--- src/rtl/led_arb_pkg.sv ---
// Shared types and helpers for the LED display arbiter and other round-robin shared-resource arbiters.
package led_arb_pkg;

    typedef enum logic [1:0] {
        IDLE,
        SHOW,
        SWITCH
    } arb_state_t;

    localparam int MAX_REQ = 32;
    localparam int PTR_W   = 5;

    typedef struct packed {
        logic             found;
        logic [PTR_W-1:0] idx;
    } rr_pick_t;

    function automatic int id_width(input int n);
        return (n > 1) ? $clog2(n) : 1;
    endfunction

    function automatic logic [7:0] blank_byte(input logic valid_signal);
        return {8{~valid_signal}};
    endfunction

    // First set bit at or after ptr, wrapping at n; only the low n request bits are considered.
    function automatic rr_pick_t rr_pick(input logic [MAX_REQ-1:0] req,
                                         input logic [PTR_W-1:0]   ptr,
                                         input logic [PTR_W:0]     n);
        rr_pick_t       r;
        logic [PTR_W:0] idx;
        r = '0;
        for (int k = 0; k < MAX_REQ; k++) begin
            idx = {1'b0, ptr} + (PTR_W+1)'(k);
            if (idx >= n) idx = idx - n;
            if ((PTR_W+1)'(k) < n && !r.found && req[idx[PTR_W-1:0]]) begin
                r.found = 1'b1;
                r.idx   = idx[PTR_W-1:0];
            end
        end
        return r;
    endfunction

endpackage

--- src/rtl/led_rr_picker.sv ---
// Combinational round-robin picker: chooses the first active request at or after ptr, wrapping.
module led_rr_picker
    import led_arb_pkg::*;
#(
    parameter int REQ_NUM = 3
) (
    input  logic [REQ_NUM-1:0]           req,
    input  logic [id_width(REQ_NUM)-1:0] ptr,
    output logic                         found,
    output logic [id_width(REQ_NUM)-1:0] idx
);

    localparam int IW = id_width(REQ_NUM);

    logic [MAX_REQ-1:0] req_ext;
    logic [PTR_W-1:0]   ptr_ext;
    rr_pick_t           pick;

    always_comb begin
        req_ext              = '0;
        req_ext[REQ_NUM-1:0] = req;
        ptr_ext              = '0;
        ptr_ext[IW-1:0]      = ptr;
        pick                 = rr_pick(req_ext, ptr_ext, (PTR_W+1)'(REQ_NUM));
    end

    assign found = pick.found;
    assign idx   = IW'(pick.idx);

endmodule

--- src/rtl/led_display_arbiter.sv ---
// Round-robin owner of a shared NUM-digit 7-segment frame with minimum hold and blank handover.
// Optional blinking of the owner's frame is built in when LED_ARB_BLINK_EN is defined.
module led_display_arbiter
    import led_arb_pkg::*;
#(
    parameter int   NUM          = 4,
    parameter int   REQ_NUM      = 3,
    parameter logic VALID_SIGNAL = 1'b0,
    parameter int   HOLD_CYCLE   = 1000
`ifdef LED_ARB_BLINK_EN
    ,
    parameter int   BLINK_CYCLE  = 500000
`endif
) (
    input  logic                                clk,
    input  logic                                rst,
    input  logic [REQ_NUM-1:0]                  req,
    input  logic [REQ_NUM-1:0][NUM-1:0][7:0]    frame_in,
`ifdef LED_ARB_BLINK_EN
    input  logic [REQ_NUM-1:0]                  blink_in,
`endif
    output logic [REQ_NUM-1:0]                  grant,
    output logic [id_width(REQ_NUM)-1:0]        owner_id,
    output logic                                busy,
    output logic [NUM-1:0][7:0]                 disp_frame
);

    localparam int OW = id_width(REQ_NUM);
    localparam int HW = (HOLD_CYCLE > 1) ? $clog2(HOLD_CYCLE) : 1;
    localparam logic [HW-1:0]         HOLD_MAX    = HW'(HOLD_CYCLE - 1);
    localparam logic [OW-1:0]         LAST_ID     = OW'(REQ_NUM - 1);
    localparam logic [NUM-1:0][7:0]   BLANK_FRAME = {NUM{blank_byte(VALID_SIGNAL)}};

    arb_state_t     state;
    logic [OW-1:0]  rr_ptr;
    logic [HW-1:0]  hold_cnt;
    logic           pick_found;
    logic [OW-1:0]  pick_idx;
    logic           owner_req;
    logic           other_req;

    led_rr_picker #(
        .REQ_NUM(REQ_NUM)
    ) u_picker (
        .req   (req),
        .ptr   (rr_ptr),
        .found (pick_found),
        .idx   (pick_idx)
    );

    // grant is one-hot on the owner while in SHOW, so it doubles as the owner mask.
    assign owner_req = |(req & grant);
    assign other_req = |(req & ~grant);

`ifdef LED_ARB_BLINK_EN
    localparam int BW = (BLINK_CYCLE > 1) ? $clog2(BLINK_CYCLE) : 1;

    logic [BW-1:0]        blink_cnt;
    logic                 blink_ph;
    logic [NUM-1:0][7:0]  last_frame;

    always_ff @(posedge clk or posedge rst) begin
        if (rst) begin
            blink_cnt <= '0;
            blink_ph  <= 1'b0;
        end else if (blink_cnt == BW'(BLINK_CYCLE - 1)) begin
            blink_cnt <= '0;
            blink_ph  <= ~blink_ph;
        end else begin
            blink_cnt <= blink_cnt + 1'b1;
        end
    end
`endif

    always_ff @(posedge clk or posedge rst) begin
        if (rst) begin
            state      <= IDLE;
            grant      <= '0;
            owner_id   <= '0;
            rr_ptr     <= '0;
            hold_cnt   <= '0;
            busy       <= 1'b0;
            disp_frame <= BLANK_FRAME;
`ifdef LED_ARB_BLINK_EN
            last_frame <= BLANK_FRAME;
`endif
        end else begin
            case (state)
                IDLE: begin
                    disp_frame <= BLANK_FRAME;
                    busy       <= 1'b0;
                    if (pick_found) begin
                        owner_id <= pick_idx;
                        grant    <= REQ_NUM'(1) << pick_idx;
                        hold_cnt <= '0;
                        busy     <= 1'b1;
                        state    <= SHOW;
`ifdef LED_ARB_BLINK_EN
                        last_frame <= BLANK_FRAME;
`endif
                    end
                end
                SHOW: begin
`ifdef LED_ARB_BLINK_EN
                    // last_frame keeps the owner's image so it can return after a blank blink phase.
                    if (owner_req) last_frame <= frame_in[owner_id];
                    if (blink_in[owner_id] && blink_ph) disp_frame <= BLANK_FRAME;
                    else if (owner_req)                 disp_frame <= frame_in[owner_id];
                    else                                disp_frame <= last_frame;
`else
                    if (owner_req) disp_frame <= frame_in[owner_id];
`endif
                    if (hold_cnt != HOLD_MAX) begin
                        hold_cnt <= hold_cnt + 1'b1;
                    end else if (!owner_req || other_req) begin
                        grant  <= '0;
                        rr_ptr <= (owner_id == LAST_ID) ? '0 : owner_id + 1'b1;
                        state  <= SWITCH;
                    end
                end
                SWITCH: begin
                    disp_frame <= BLANK_FRAME;
                    busy       <= 1'b0;
                    state      <= IDLE;
                end
                default: state <= IDLE;
            endcase
        end
    end

endmodule

--- config.mk ---
export PLATFORM = sky130hd
export DESIGN_NAME = led_display_arbiter
export DESIGN_NICKNAME = d
export VERILOG_FILES = /design/src/rtl/led_arb_pkg.sv /design/src/rtl/led_rr_picker.sv /design/src/rtl/led_display_arbiter.sv
export SDC_FILE = /design/constraint.sdc
export NUM_CORES = 1
export LEC_CHECK = 0
export CAP_MARGIN = 20
export CORE_ASPECT_RATIO = 1.2
export CORE_MARGIN = 2
export CORE_UTILIZATION = 30
export CTS_CLUSTER_SIZE = 8
export DETAILED_ROUTE_END_ITERATION = 10
export GPL_ROUTABILITY_DRIVEN = 0
export HOLD_SLACK_MARGIN = 0.15
export RECOVER_POWER = 25
export SYNTH_ARGS = -nofsm -noshare
export SYNTH_HDL_FRONTEND = slang
export SYNTH_SLANG_ARGS = --single-unit
--- constraint.sdc ---
create_clock -name clk -period 2.9 [get_ports clk]
set_input_delay 0.58 -clock clk [delete_from_list [all_inputs] [get_ports clk]]
set_output_delay 0.58 -clock clk [all_outputs]
set_load 0.01 [all_outputs]
==> impl_metrics.csv <==
group,metric,value,unit
yosys,synth_async_sr_flop_share,100.0,%
drt,wirelength,8861,um
sta,finalMaxSlewViolations,0,
yosys,post_synth_and_or_nand_nor_area_fraction,17.40,%
sta,final-setup-viol-count,0,
yosys,ys_ff_latch,52,
final_layout,nets,584,
pwr,ir_drop,0.2413,mV
drt,dr.first_iter.drc_count,119,
yosys,multiplexer_share_of_the_synthesized_area,11.40,%
sta,grt_setup_unrepaired,"no",
clocking,cts.repair.resized,0,
clocking,tritoncts_clock_tree,"built",
global_routing,grt_max_degree,65,
drt,routedWlPerCell,14.62,um
setup_path,critPathSlowestCell,"sky130_fd_sc_hd__dfrtp_1",
setup_path,critical_path_cell_by_cell,"inv_1 -> ha_1 -> nand2b_1 -> o22ai_1 -> a221oi_2 -> o21a_2 -> mux2_2",
floorplan,core.rowCount,41,
clocking,clkSinkCount,52,
final_layout,insertedDiodeCount,0,
sta,hold_violations,0,
setup_path,critPathRequiredTime,3.07,ns
sta,totalNegativeSetupSlack,0,ns
yosys,synth.avg_cell_area,9.036,um^2
yosys,largest_family_of_logic_cells_by_synthesized_area,"compound AO/OA/AOI/OAI gates",
pwr,power_density_cells,814.1,mW/mm^2
drt,antenna_left,0,
pwr,p_sw_share,33.66,%
clocking,cts_inserted_buffers,5,
floorplan,width_of_the_die,97.87,um
status,outcome,"finished, final reports clean",
final_layout,postLayoutCellArea,0.004841,mm^2
final_layout,fin_cells,606,
yosys,synth.yosys.seq_area_share,42.29,%
clocking,htree_levels,2,
pwr,internal_power,2614,uW
yosys,yosys.area_share.xor_xnor,1.657,%
drt,first_pass_iteration_count_of_the_detailed_router,4,
clocking,clk_root_buffer_cell,"sky130_fd_sc_hd__clkbuf_16",
global_routing,antenna_found_initial,0,
placed_design,dp.cells,598,
sta,share_of_the_cycle_needed_by_the_critical_path_after_routing,82.32,%
setup_path,path_buf_inv,1,
yosys,yosysWarnings,0,
setup_path,crit_path_max_fanout,13,
yosys,synth_compound_gate_area_share,19.92,%
final_layout,area_growth,52.62,%
pwr,p_comb_share,46.3,%
placed_design,placement_cell_area,0.004661,mm^2
pwr,seqPwrFrac,36.1,%
pwr,power.static_leakage,0.001885,uW
global_routing,grt_util_all_layers,14.86,%
floorplan,boundaryPins,139,
yosys,postSynthNetCount,459,
yosys,synth.top_cells.by_area,"sky130_fd_sc_hd__dfstp_2 (27%), sky130_fd_sc_hd__dfrtp_1 (16%), sky130_fd_sc_hd__mux2i_1 (11%)",
yosys,synth_area,0.003172,mm^2
final_layout,post_route_core_utilization,46.49,%
clocking,post-cts-setup-buffer-count,0,
global_routing,vias_in_the_first_global_route,2787,
sta,worstMarginPinSlew,1.185,ns
drt,dr_total_vias,2985,
final_layout,final_layout_size_suffix_gt1_share,12.37,%
yosys,synthDominantCellAreaShare,26.51,%
setup_path,critical_path_arrival,2.56,ns
final_layout,final_common_cell,"sky130_fd_sc_hd__clkdlybuf4s50_1",
flow_run,cap_viol_max_count,0,
worst_hold_path,worstHoldPathType,"reg -> reg",
yosys,netlist.top_cell.by_area,"sky130_fd_sc_hd__dfstp_2",
clocking,skew_pair_late_insertion_delay,0.28,ns
floorplan,design.core.area,0.01041,mm^2
yosys,synth-adder-area-share,2.761,%
global_routing,grt_overflow,0,
setup_path,cp_top_family,"compound AO/OA/AOI/OAI gates",
setup_path,critical_path.startpoint_type,"flop",
sta,max_freq,0.4189,GHz
yosys,synth-edff-count,0,
sta,timing.slew.headroom,20.89,%
drt,detail_route.drc_violations,0,
pwr,power.clock.fraction,17.6,%
floorplan,chipHeight,116.6,um
setup_path,worst_path_largest_cell_delay,0.47,ns
global_routing,grt_pass1_wl,13940,um
setup_path,criticalPathCategory,"reg -> reg",
clocking,ctsLongestPathBuffers,2,
floorplan,initial_utilization,30.46,%
placed_design,buffer_ports.inserted,138,
sta,fin_crit,2.387,ns
setup_path,worst_setup_path_end_kind,"flop",
yosys,postSynth.topFlopCell,"sky130_fd_sc_hd__dfstp_2",
drt,route.detailed.vias_per_inst,4.926,
yosys,ys_types,46,
yosys,post_synth_inst_count,351,
clocking,clkSlewWorstSetupHoldPaths,0.07,ns
placed_design,detailed_place_hpwl,6814,um
clocking,cts_hold_repair.buffers,0,
pwr,netSwitchingPower,1327,uW
final_layout,mostFrequentLayoutCells,"sky130_fd_sc_hd__clkdlybuf4s50_1 (137), sky130_fd_sc_hd__nor2_1 (47), sky130_fd_sc_hd__nand2_1 (44)",
sta,final.setup_skew,0.005972,ns
floorplan,die-area,0.01141,mm^2
[cell type report]
class / instances / area, um^2
Tap cell: 129 / 161.4
Clock inverter: 1 / 30.03
Inverter: 8 / 30.03
Timing Repair Buffer: 144 / 1436
Fill cell: 1004 / 5573
Sequential cell: 52 / 1343
Multi-Input combinational cell: 265 / 1688
Clock buffer: 7 / 152.6
[stage by stage]
stage          setup WS [ns]  hold slack, ns  total power, uW
2_1_floorplan         0.8632          0.5040             2386
3_3_place_gp          0.3494          0.4876             3260
3_5_place_dp          0.3090          0.4910             3287
4_1_cts               0.4959          0.5024             4010
5_1_grt               0.3506          0.5156             4242
6_report              0.5127          0.4977             3941
[layer usage]
layer	up-vias	track usage, %	routed length [um]
li1	1488	-	-
met1	1400	19.72	3962
met2	95	25.25	4347
met3	2	2.932	494
met4	0	3.333	56
met5	-	0	0
[state kept, by name (all words and copies together), names as in the netlist]
| name | cells |
|---|---|
| disp_frame | 32 |
| hold_cnt | 10 |
| grant | 3 |
| owner_id | 2 |
| rr_ptr | 2 |
| state | 2 |
| busy | 1 |
[path summary, 6_finish.rpt]
kind	startpoint	end	slack, ns	cells past startpoint
max	rr_ptr[1]	owner_id[1]	0.51	7
min	disp_frame[22]	disp_frame[22]	0.50	2
max reg2reg	rr_ptr[1]	owner_id[1]	0.51	7
min reg2reg	disp_frame[22]	disp_frame[22]	0.50	2
max in group asynchronous	rst	disp_frame[13]	0.69	3
min in group asynchronous	rst	hold_cnt[4]	1.06	2
[Yosys cell counts, types with 2 or more instances]
cell type	instances
sky130_fd_sc_hd__ha_1	7
sky130_fd_sc_hd__dfstp_2	32
sky130_fd_sc_hd__nand3_1	4
sky130_fd_sc_hd__buf_2	11
sky130_fd_sc_hd__a21o_1	2
sky130_fd_sc_hd__dfrtp_1	20
sky130_fd_sc_hd__inv_1	8
sky130_fd_sc_hd__or3_1	4
sky130_fd_sc_hd__nand2_1	44
sky130_fd_sc_hd__o211ai_1	32
sky130_fd_sc_hd__nor2_1	47
sky130_fd_sc_hd__a221oi_1	2
sky130_fd_sc_hd__xor2_1	5
sky130_fd_sc_hd__o21ai_1	4
sky130_fd_sc_hd__nand2b_1	3
sky130_fd_sc_hd__nor3_1	4
sky130_fd_sc_hd__o21ai_2	3
sky130_fd_sc_hd__a21oi_1	35
sky130_fd_sc_hd__nand4_1	2
sky130_fd_sc_hd__nor2b_1	4
sky130_fd_sc_hd__o21ai_0	5
sky130_fd_sc_hd__clkbuf_1	13
sky130_fd_sc_hd__nor4_1	2
sky130_fd_sc_hd__mux2i_1	35
sky130_fd_sc_hd__and2_1	2
[worst min-delay path: stages, from the launching register on]
cell and delay, ns:
sky130_fd_sc_hd__dfstp_2 0.37, sky130_fd_sc_hd__nand2_1 0.05, sky130_fd_sc_hd__o211ai_1 0.08
[power groups by stage]
| stage | Sequential, uW | Combinational, uW | Clock (uW) |
|---|---|---|---|
| final | 1420 | 1820 | 695 |
| after global routing | 1480 | 2020 | 746 |
| after CTS | 1430 | 1850 | 727 |
| after detailed placement | 1440 | 1850 | 0 |
| after global placement | 1430 | 1830 | 0 |
| after floorplan | 1520 | 871 | 0 |
[cell families after synthesis]
group                    after synthesis
multiplexers                          36
XOR/XNOR                               6
AO/OA/AOI/OAI                         94
AND/OR/NAND/NOR                      122
flip-flops                            52
buffers and inverters                 34
adder cells (fa/ha/maj)                7
Note: power is estimated with default switching activity, not from simulation.
